### src/rtl/llc_rsp_out_buf_pkg.sv
// Shared cache constants, coherence response encodings and the packed
// response-buffer entry type.
package llc_rsp_out_buf_pkg;

  localparam int unsigned COH_MSG_TYPE_WIDTH = 2;
  localparam int unsigned LINE_ADDR_BITS     = 26;
  localparam int unsigned BITS_PER_LINE      = 128;
  localparam int unsigned INVACK_CNT_WIDTH   = 4;
  localparam int unsigned CACHE_ID_WIDTH     = 2;
  localparam int unsigned WORD_BITS          = 2;

  localparam logic [COH_MSG_TYPE_WIDTH-1:0] RSP_DATA     = COH_MSG_TYPE_WIDTH'(0);
  localparam logic [COH_MSG_TYPE_WIDTH-1:0] RSP_EDATA    = COH_MSG_TYPE_WIDTH'(1);
  localparam logic [COH_MSG_TYPE_WIDTH-1:0] RSP_INV_ACK  = COH_MSG_TYPE_WIDTH'(2);
  localparam logic [COH_MSG_TYPE_WIDTH-1:0] RSP_DATA_DMA = COH_MSG_TYPE_WIDTH'(3);

  typedef struct packed {
    logic [COH_MSG_TYPE_WIDTH-1:0] coh_msg;
    logic [LINE_ADDR_BITS-1:0]     addr;
    logic [BITS_PER_LINE-1:0]      line;
    logic [INVACK_CNT_WIDTH-1:0]   invack_cnt;
    logic [CACHE_ID_WIDTH-1:0]     req_id;
    logic [CACHE_ID_WIDTH-1:0]     dest_id;
    logic [WORD_BITS-1:0]          word_offset;
  } llc_rsp_out_entry_t;

endpackage

### src/rtl/llc_rsp_out_buf_if.sv
// Valid/ready response channel between the LLC core, the buffer and the NoC.
interface llc_rsp_out_buf_if;
  import llc_rsp_out_buf_pkg::*;

  logic                          valid;
  logic                          ready;
  logic [COH_MSG_TYPE_WIDTH-1:0] coh_msg;
  logic [LINE_ADDR_BITS-1:0]     addr;
  logic [BITS_PER_LINE-1:0]      line;
  logic [INVACK_CNT_WIDTH-1:0]   invack_cnt;
  logic [CACHE_ID_WIDTH-1:0]     req_id;
  logic [CACHE_ID_WIDTH-1:0]     dest_id;
  logic [WORD_BITS-1:0]          word_offset;

  modport master (
    output valid, coh_msg, addr, line, invack_cnt, req_id, dest_id, word_offset,
    input  ready
  );

  modport slave (
    input  valid, coh_msg, addr, line, invack_cnt, req_id, dest_id, word_offset,
    output ready
  );

endinterface

### src/rtl/llc_rsp_out_buf_mem.sv
// DEPTH-entry register array: one synchronous write port, one asynchronous
// read port. Storage is intentionally not reset.
module llc_rsp_out_buf_mem
  import llc_rsp_out_buf_pkg::*;
#(
  parameter  int unsigned DEPTH = 4,
  localparam int unsigned AW    = $clog2(DEPTH)
) (
  input  logic               clk,
  input  logic               we,
  input  logic [AW-1:0]      waddr,
  input  llc_rsp_out_entry_t wdata,
  input  logic [AW-1:0]      raddr,
  output llc_rsp_out_entry_t rdata
);

  llc_rsp_out_entry_t mem_q [DEPTH];

  always_ff @(posedge clk) begin
    if (we) mem_q[waddr] <= wdata;
  end

  assign rdata = mem_q[raddr];

endmodule

### src/rtl/llc_rsp_out_buf.sv
// LLC response output FIFO towards the NoC. Optional same-cycle bypass on an
// empty buffer is compiled in with LLC_RSP_OUT_BUF_BYPASS_EN.
module llc_rsp_out_buf
  import llc_rsp_out_buf_pkg::*;
#(
  parameter int unsigned DEPTH = 4
) (
  input  logic                    clk,
  input  logic                    rst,
  llc_rsp_out_buf_if.slave        in_if,
  llc_rsp_out_buf_if.master       out_if,
  output logic [$clog2(DEPTH):0]  count
);

  localparam int unsigned AW = $clog2(DEPTH);
  localparam int unsigned CW = AW + 1;

  logic [AW-1:0]      wptr_q;
  logic [AW-1:0]      rptr_q;
  logic [CW-1:0]      count_q;
  llc_rsp_out_entry_t in_entry;
  llc_rsp_out_entry_t head_entry;
  llc_rsp_out_entry_t out_entry;
  logic               empty;
  logic               bypass;
  logic               push;
  logic               store;
  logic               deq;

  assign in_entry = '{
    coh_msg:     in_if.coh_msg,
    addr:        in_if.addr,
    line:        in_if.line,
    invack_cnt:  in_if.invack_cnt,
    req_id:      in_if.req_id,
    dest_id:     in_if.dest_id,
    word_offset: in_if.word_offset
  };

  assign empty       = (count_q == '0);
  assign in_if.ready = (count_q < CW'(DEPTH));

`ifdef LLC_RSP_OUT_BUF_BYPASS_EN
  assign bypass = empty & in_if.valid;
`else
  assign bypass = 1'b0;
`endif

  assign out_if.valid = ~empty | bypass;
  assign push         = in_if.valid & in_if.ready;
  // A bypassed beat taken by the NoC in the same cycle never enters storage
  assign store        = push & ~(bypass & out_if.ready);
  assign deq          = out_if.ready & ~empty;

  llc_rsp_out_buf_mem #(.DEPTH(DEPTH)) u_mem (
    .clk   (clk),
    .we    (store & ~rst),
    .waddr (wptr_q),
    .wdata (in_entry),
    .raddr (rptr_q),
    .rdata (head_entry)
  );

  always_ff @(posedge clk) begin
    if (rst) begin
      wptr_q  <= '0;
      rptr_q  <= '0;
      count_q <= '0;
    end else begin
      if (store) wptr_q <= wptr_q + AW'(1);
      if (deq)   rptr_q <= rptr_q + AW'(1);
      case ({store, deq})
        2'b10:   count_q <= count_q + CW'(1);
        2'b01:   count_q <= count_q - CW'(1);
        default: count_q <= count_q;
      endcase
    end
  end

  // Head entry when occupied, bypassed input when enabled, zero otherwise
  always_comb begin
    out_entry = '0;
    if (!empty)      out_entry = head_entry;
    else if (bypass) out_entry = in_entry;
  end

  assign out_if.coh_msg     = out_entry.coh_msg;
  assign out_if.addr        = out_entry.addr;
  assign out_if.line        = out_entry.line;
  assign out_if.invack_cnt  = out_entry.invack_cnt;
  assign out_if.req_id      = out_entry.req_id;
  assign out_if.dest_id     = out_entry.dest_id;
  assign out_if.word_offset = out_entry.word_offset;

  assign count = count_q;

endmodule

### src/flat_wrapper.sv
// flat-port wrapper written by rule: the top's interface ports become plain ports
module llc_rsp_out_buf_flat import llc_rsp_out_buf_pkg::*;
#(
  parameter int unsigned DEPTH = 4
)
  (clk, rst, count, in_if_valid, in_if_coh_msg, in_if_addr, in_if_line, in_if_invack_cnt, in_if_req_id, in_if_dest_id, in_if_word_offset, in_if_ready, out_if_valid, out_if_coh_msg, out_if_addr, out_if_line, out_if_invack_cnt, out_if_req_id, out_if_dest_id, out_if_word_offset, out_if_ready);
  llc_rsp_out_buf_if in_if_i ();
  llc_rsp_out_buf_if out_if_i ();
  input  logic clk;
  input  logic rst;
  output logic [$clog2(DEPTH):0] count;
  input wire logic [$bits(in_if_i.valid)-1:0] in_if_valid;
  input wire logic [$bits(in_if_i.coh_msg)-1:0] in_if_coh_msg;
  input wire logic [$bits(in_if_i.addr)-1:0] in_if_addr;
  input wire logic [$bits(in_if_i.line)-1:0] in_if_line;
  input wire logic [$bits(in_if_i.invack_cnt)-1:0] in_if_invack_cnt;
  input wire logic [$bits(in_if_i.req_id)-1:0] in_if_req_id;
  input wire logic [$bits(in_if_i.dest_id)-1:0] in_if_dest_id;
  input wire logic [$bits(in_if_i.word_offset)-1:0] in_if_word_offset;
  output wire logic [$bits(in_if_i.ready)-1:0] in_if_ready;
  output wire logic [$bits(out_if_i.valid)-1:0] out_if_valid;
  output wire logic [$bits(out_if_i.coh_msg)-1:0] out_if_coh_msg;
  output wire logic [$bits(out_if_i.addr)-1:0] out_if_addr;
  output wire logic [$bits(out_if_i.line)-1:0] out_if_line;
  output wire logic [$bits(out_if_i.invack_cnt)-1:0] out_if_invack_cnt;
  output wire logic [$bits(out_if_i.req_id)-1:0] out_if_req_id;
  output wire logic [$bits(out_if_i.dest_id)-1:0] out_if_dest_id;
  output wire logic [$bits(out_if_i.word_offset)-1:0] out_if_word_offset;
  input wire logic [$bits(out_if_i.ready)-1:0] out_if_ready;
  assign in_if_i.valid = in_if_valid;
  assign in_if_i.coh_msg = in_if_coh_msg;
  assign in_if_i.addr = in_if_addr;
  assign in_if_i.line = in_if_line;
  assign in_if_i.invack_cnt = in_if_invack_cnt;
  assign in_if_i.req_id = in_if_req_id;
  assign in_if_i.dest_id = in_if_dest_id;
  assign in_if_i.word_offset = in_if_word_offset;
  assign in_if_ready = in_if_i.ready;
  assign out_if_valid = out_if_i.valid;
  assign out_if_coh_msg = out_if_i.coh_msg;
  assign out_if_addr = out_if_i.addr;
  assign out_if_line = out_if_i.line;
  assign out_if_invack_cnt = out_if_i.invack_cnt;
  assign out_if_req_id = out_if_i.req_id;
  assign out_if_dest_id = out_if_i.dest_id;
  assign out_if_word_offset = out_if_i.word_offset;
  assign out_if_i.ready = out_if_ready;
  llc_rsp_out_buf #(.DEPTH(DEPTH)) u_core (.clk(clk), .rst(rst), .in_if(in_if_i), .out_if(out_if_i), .count(count));
endmodule
### config.mk
export PLATFORM = sky130hd
export DESIGN_NAME = llc_rsp_out_buf_flat
export DESIGN_NICKNAME = d
export VERILOG_FILES = /design/src/rtl/llc_rsp_out_buf_pkg.sv /design/src/rtl/llc_rsp_out_buf_if.sv /design/src/rtl/llc_rsp_out_buf_mem.sv /design/src/rtl/llc_rsp_out_buf.sv /design/src/flat_wrapper.sv
export SDC_FILE = /design/constraint.sdc
export NUM_CORES = 1
export LEC_CHECK = 0
export CORE_MARGIN = 5
export CORE_UTILIZATION = 47
export DETAILED_ROUTE_END_ITERATION = 12
export GPL_ROUTABILITY_DRIVEN = 0
export MAX_ROUTING_LAYER = met4
export PLACE_DENSITY = 0.78
export SYNTH_ARGS = -nofsm -noshare
export SYNTH_HDL_FRONTEND = slang
export SYNTH_SLANG_ARGS = --single-unit
### constraint.sdc
create_clock -name clk -period 12.5 [get_ports clk]
set_input_delay 1.875 -clock clk [delete_from_list [all_inputs] [get_ports clk]]
set_output_delay 1.875 -clock clk [all_outputs]
set_load 0.02 [all_outputs]
# [After elaboration in Yosys (flattened, before gate mapping)]
# Memory sizes are Yosys's and may differ from the RTL's. A register that Yosys moved wholly into a read port is not among the register bits.
# Cells that the tools add are included.
[totals] reg_bits=7 ramBits=664 input_bits=170 output_inout_bits=171 word_cells=24 n_memories=1
[classes] addsub=4 order_cmp=1 n_eq_ne=2 muxes=6 n_bitwise=5 reduce_logical=2
[memory_table] memory="u_core.u_mem.mem_q" depth=4 width=166 read_ports=1 rd_clocked_by_memory_dff=1 wr=1 line="llc_rsp_out_buf_mem.sv:17" rtl="llc_rsp_out_entry_t mem_q [DEPTH];"
[op_table] operator="$mux W166" n=1
[op_table] operator="$pmux W3 S2" n=1
[op_table] operator="$add A2 B1 Y2 const B" n=2
[op_table] operator="$mux W2" n=2
[op_table] operator="$add A3 B1 Y3 const B" n=1
[op_table] operator="$and A1 B1 Y1" n=3
[op_table] operator="$logic_not A3 Y1" n=1
[op_table] operator="$lt A3 B3 Y1 const B" n=1
[op_table] operator="$sub A3 B1 Y3 const B" n=1
[op_table] operator="$eq A2 B1 Y1 const B" n=1
[op_table] operator="$eq A2 B2 Y1 const B" n=1
[op_table] operator="$mux W1" n=2
[op_table] operator="$not A1 Y1" n=2
[op_table] operator="$reduce_bool A2 Y1" n=1

# [Depth between registers and ports, before layout]
[depth] ltp_word=5 ltp_mapped=9 depth_no_buf=8

# [Hierarchy]
# From an unflattened synthesis, not the netlist that was laid out.
[unflattened] cells_unflattened=1095 hier_area_um2=25558.3
[modules_own_cells] module="llc_rsp_out_buf_mem" n_inst=1 cells_per_inst=871 area_per_inst_um2=24005.5 seq_area_each_um2=19939.1
[modules_own_cells] module="llc_rsp_out_buf" n_inst=1 cells_per_inst=224 area_per_inst_um2=1552.7 seq_area_each_um2=140.1

# [Worst setup path before layout]
# No wires, ideal clock.
[synth_timing] path_kind="input to register" start="in in_if_valid" end="mem u_core.u_mem.mem_q[0][0] in the netlist's numbering (enable)" setup_time_ns=0.547 arrival_time_ns=6.150 t_required_ns=11.953 setup_slack_ns=5.804 stages=4 cell_sequence="nor2b_1 -> inv_1 -> nor2_1 -> and2_1"
[synth_between] elab_chain_len=4
[synth_lines] item="from (decl)" line="flat_wrapper.sv:12" rtl="input wire logic [$bits(in_if_i.valid)-1:0] in_if_valid;"
[synth_lines] item="$and A1 B1 Y1" line="llc_rsp_out_buf.sv:50" rtl="assign push = in_if.valid & in_if.ready;"
[synth_lines] item="$and A1 B1 Y1" line="llc_rsp_out_buf.sv:57" rtl=".we (store & ~rst),"
[synth_lines] item="$mux W1" line="llc_rsp_out_buf_mem.sv:20" rtl="if (we) mem_q[waddr] <= wdata;"
[synth_lines] item="$mux W1 (implied by the code)" line="llc_rsp_out_buf_mem.sv:20"
[synth_lines] item="to (decl)" line="llc_rsp_out_buf_mem.sv:17"
# Every way passes these cells.

==> results_dict.tcl <==
set metrics [dict create \
    outcome "finished, final reports clean" \
    rr_worst_depth 5 \
    synth_simple_gate_area_share_pct 4.44 \
    proportion_of_layout_cells_with_a_drive_suffix_above_1_pct 18.5 \
    tritoncts "yes" \
    die_area_um2 59100 \
    synth_area_um2 25500 \
    clk_pin_slew_ps 60 \
    synth_xor_xnor_area_share_pct 0.137 \
    power.leakage_nw 9.93 \
    syn_nets 1281 \
    hold-worst-slack_ps 515 \
    post_layout_nonfiller_instances 2228 \
    placement.io_buffers 340 \
    post_synth_main_area_contributors "edfxtp_1 78%, mux4_2 15%, and2_1 4.2%, buf_6 0.75%, dfxtp_1 0.71%" \
    worst-path-max-fanout 52 \
    finalMaxSlewViolations 0 \
    final_cell_mix "664 x edfxtp_1, 340 x clkdlybuf4s50_1, 167 x and2_1, 166 x mux4_2, 70 x clkbuf_16" \
    cts_repair_resize_count 0 \
    setup.worst_path.class "register to output pin" \
    hpwlAfterDp_um 30500 \
    setup_violations 0 \
    number_of_global_route_vias_before_repair 12800 \
    dpl-instance-area_um2 29600 \
    synth-compound-area-share_pct 0.152 \
    floorplan.die.height_um 243 \
    antenna_found_initial 11 \
    hold_path_depth 2 \
    layout_fillers 3814 \
    groute.usage.overall_pct 18.2 \
    yosysTopAreaCellShare_pct 78.1 \
    drt-vias-per-instance 5.45 \
    synth-seq-cells 673 \
    final.period_utilization_pct 50.9 \
    synth_top_family_by_area "multiplexers" \
    worstSkewPairLatency_ps 590 \
    worstPathArrival_ps 4490 \
    clock_period_minus_final_worst_setup_slack_ps 6360 \
    clock_path_buffers 3 \
    p_total_mw 6.87 \
    power_density_nw_per_um2 217 \
    num_vias 12100 \
    wire_length_of_the_first_global_routing_pass_um 79800 \
    yosysSeqAreaShare_pct 78.8 \
    synth_cell_type_count 23 \
    final_core_utilization_pct 58.9 \
    holdBufCountCts 0 \
    grt_remaining_overflow 0 \
    max_cap_viol_count 0 \
    worst_slew_margin_rel_pct 29.3 \
    yosys-mux-area-fraction_pct 14.6 \
    synth_cells 1105 \
    post-cts-setup-buffers 0 \
    antenna_violating_nets_post_route 0 \
    placed_insts 2098 \
    yosys_warnings 0 \
    numClockSinks 673 \
    wirelength_um 52300 \
    final_hold_viol_count 0 \
    grt_setup_unrepaired "no" \
    firstDrtPassIters 5 \
    worst_slew_pin_slew_ps 1060 \
    pre_cts_slack_ps 6550 \
    clock-root-buffer "clkbuf_16" \
    crit_end_category "output pin" \
    fin_skew_ps 21.1 \
    final_cell_area_um2 31700 \
    setup_ws_ps 6140 \
    num_io_pins 341 \
    floorplan.initialDensity_pct 47.5 \
    synth.largest_area_cell "edfxtp_1" \
    drt_first_iter_violations 926 \
    grt_max_degree 95 \
    remaining_drc_errors 0 \
    layout.nets 1647 \
    setup_total_negative_slack_ps 0 \
    post_detailed_route_wirelength_per_cell_um 23.5 \
    design.core.area_um2 53800 \
    fmax_ghz 0.157 \
    timing.hold.worst.class "register to register" \
    numCtsBuffers 67 \
    vdd_drop_max_mv 0.396 \
    die_w_um 243 \
    synth_area_per_cell_um2 23.1 \
    cp.required_ps 10620 \
    syn_to_layout_area_delta_pct 24.2 \
    synth_fa_ha_area_share_pct 0.323 \
    kind_of_start_point_of_the_critical_path "register" \
    layout_commonest_cell "edfxtp_1" \
    h-tree-depth 3 \
    row_count 85 \
]
Yosys cell counts (all sizes together):
cell type / number
a21oi: 3
and2: 171
buf: 37
clkbuf: 20
dfxtp: 9
edfxtp: 664
fa: 1
ha: 5
inv: 7
mux4: 166
nand2: 2
nand2b: 1
nand3: 1
nor2: 7
nor2b: 1
o21ai: 3
o311ai: 1
or3: 2
xnor2: 1
xor2: 3
flip-flops by register name, indices dropped and copies added, names as in the netlist, named ones only:
| signal | cells |
|---|---|
| u_core.rptr_q | 2 |
| u_core.u_mem.mem_q | 664 |
| u_core.count | 3 |
| u_core.wptr_q | 2 |
final cells by class:
class                   count  area (um2)  share of cell area, %
flip-flops and latches    673       20100                   63.5
multi-input cells         368        5040                   15.9
repair buffers            354        3510                   11.1
clock buffers              83        1800                   5.68
well taps                 696         871                   2.75
clock inverters            37         313                  0.986
inverters                   7        26.3                 0.0828
diodes                     10        25.0                 0.0789
power breakdown:
group | internal [mW] | leakage [nW] | switching [mW] | total, mW
sequential | 2.64 | 6.10 | 0.0680 | 2.70
combinational | 1.08 | 2.79 | 1.17 | 2.25
clock | 1.11 | 1.04 | 0.802 | 1.91
metal layers:
metal	vias up	track usage (%)	wire length [um]
li1	5270	-	-
met1	6327	24.7	21700
met2	470	27.5	25500
met3	73	4.84	4010
met4	0	5.51	1060
met5	-	-	0
logic make-up after synthesis:
family,after synthesis
buffers and inverters,64
flip-flops,673
AND/OR/NAND/NOR,185
AO/OA/AOI/OAI,7
XOR/XNOR,4
multiplexers,166
adder cells (fa/ha/maj),6
final timing paths:
path / startpoint / endpoint / slack, ps
max: register / out_if_line[49] / 6140
min: u_core.rptr_q[0]$_SDFFE_PP0N_ / register / 510
max reg2reg: u_core.count[2]$_SDFFE_PP0P_ / u_core.u_mem.mem_q[3][110]$_DFFE_PP_ / 9320
min reg2reg: u_core.rptr_q[0]$_SDFFE_PP0N_ / register / 510
critical path: stages (launching register included):
cell and delay [ps]:
dfxtp_4 730, buf_4 750, buf_4 910, mux4_2 660
and2_1 190, clkdlybuf4s50_1 550
Note: power is estimated with default switching activity, not from simulation.
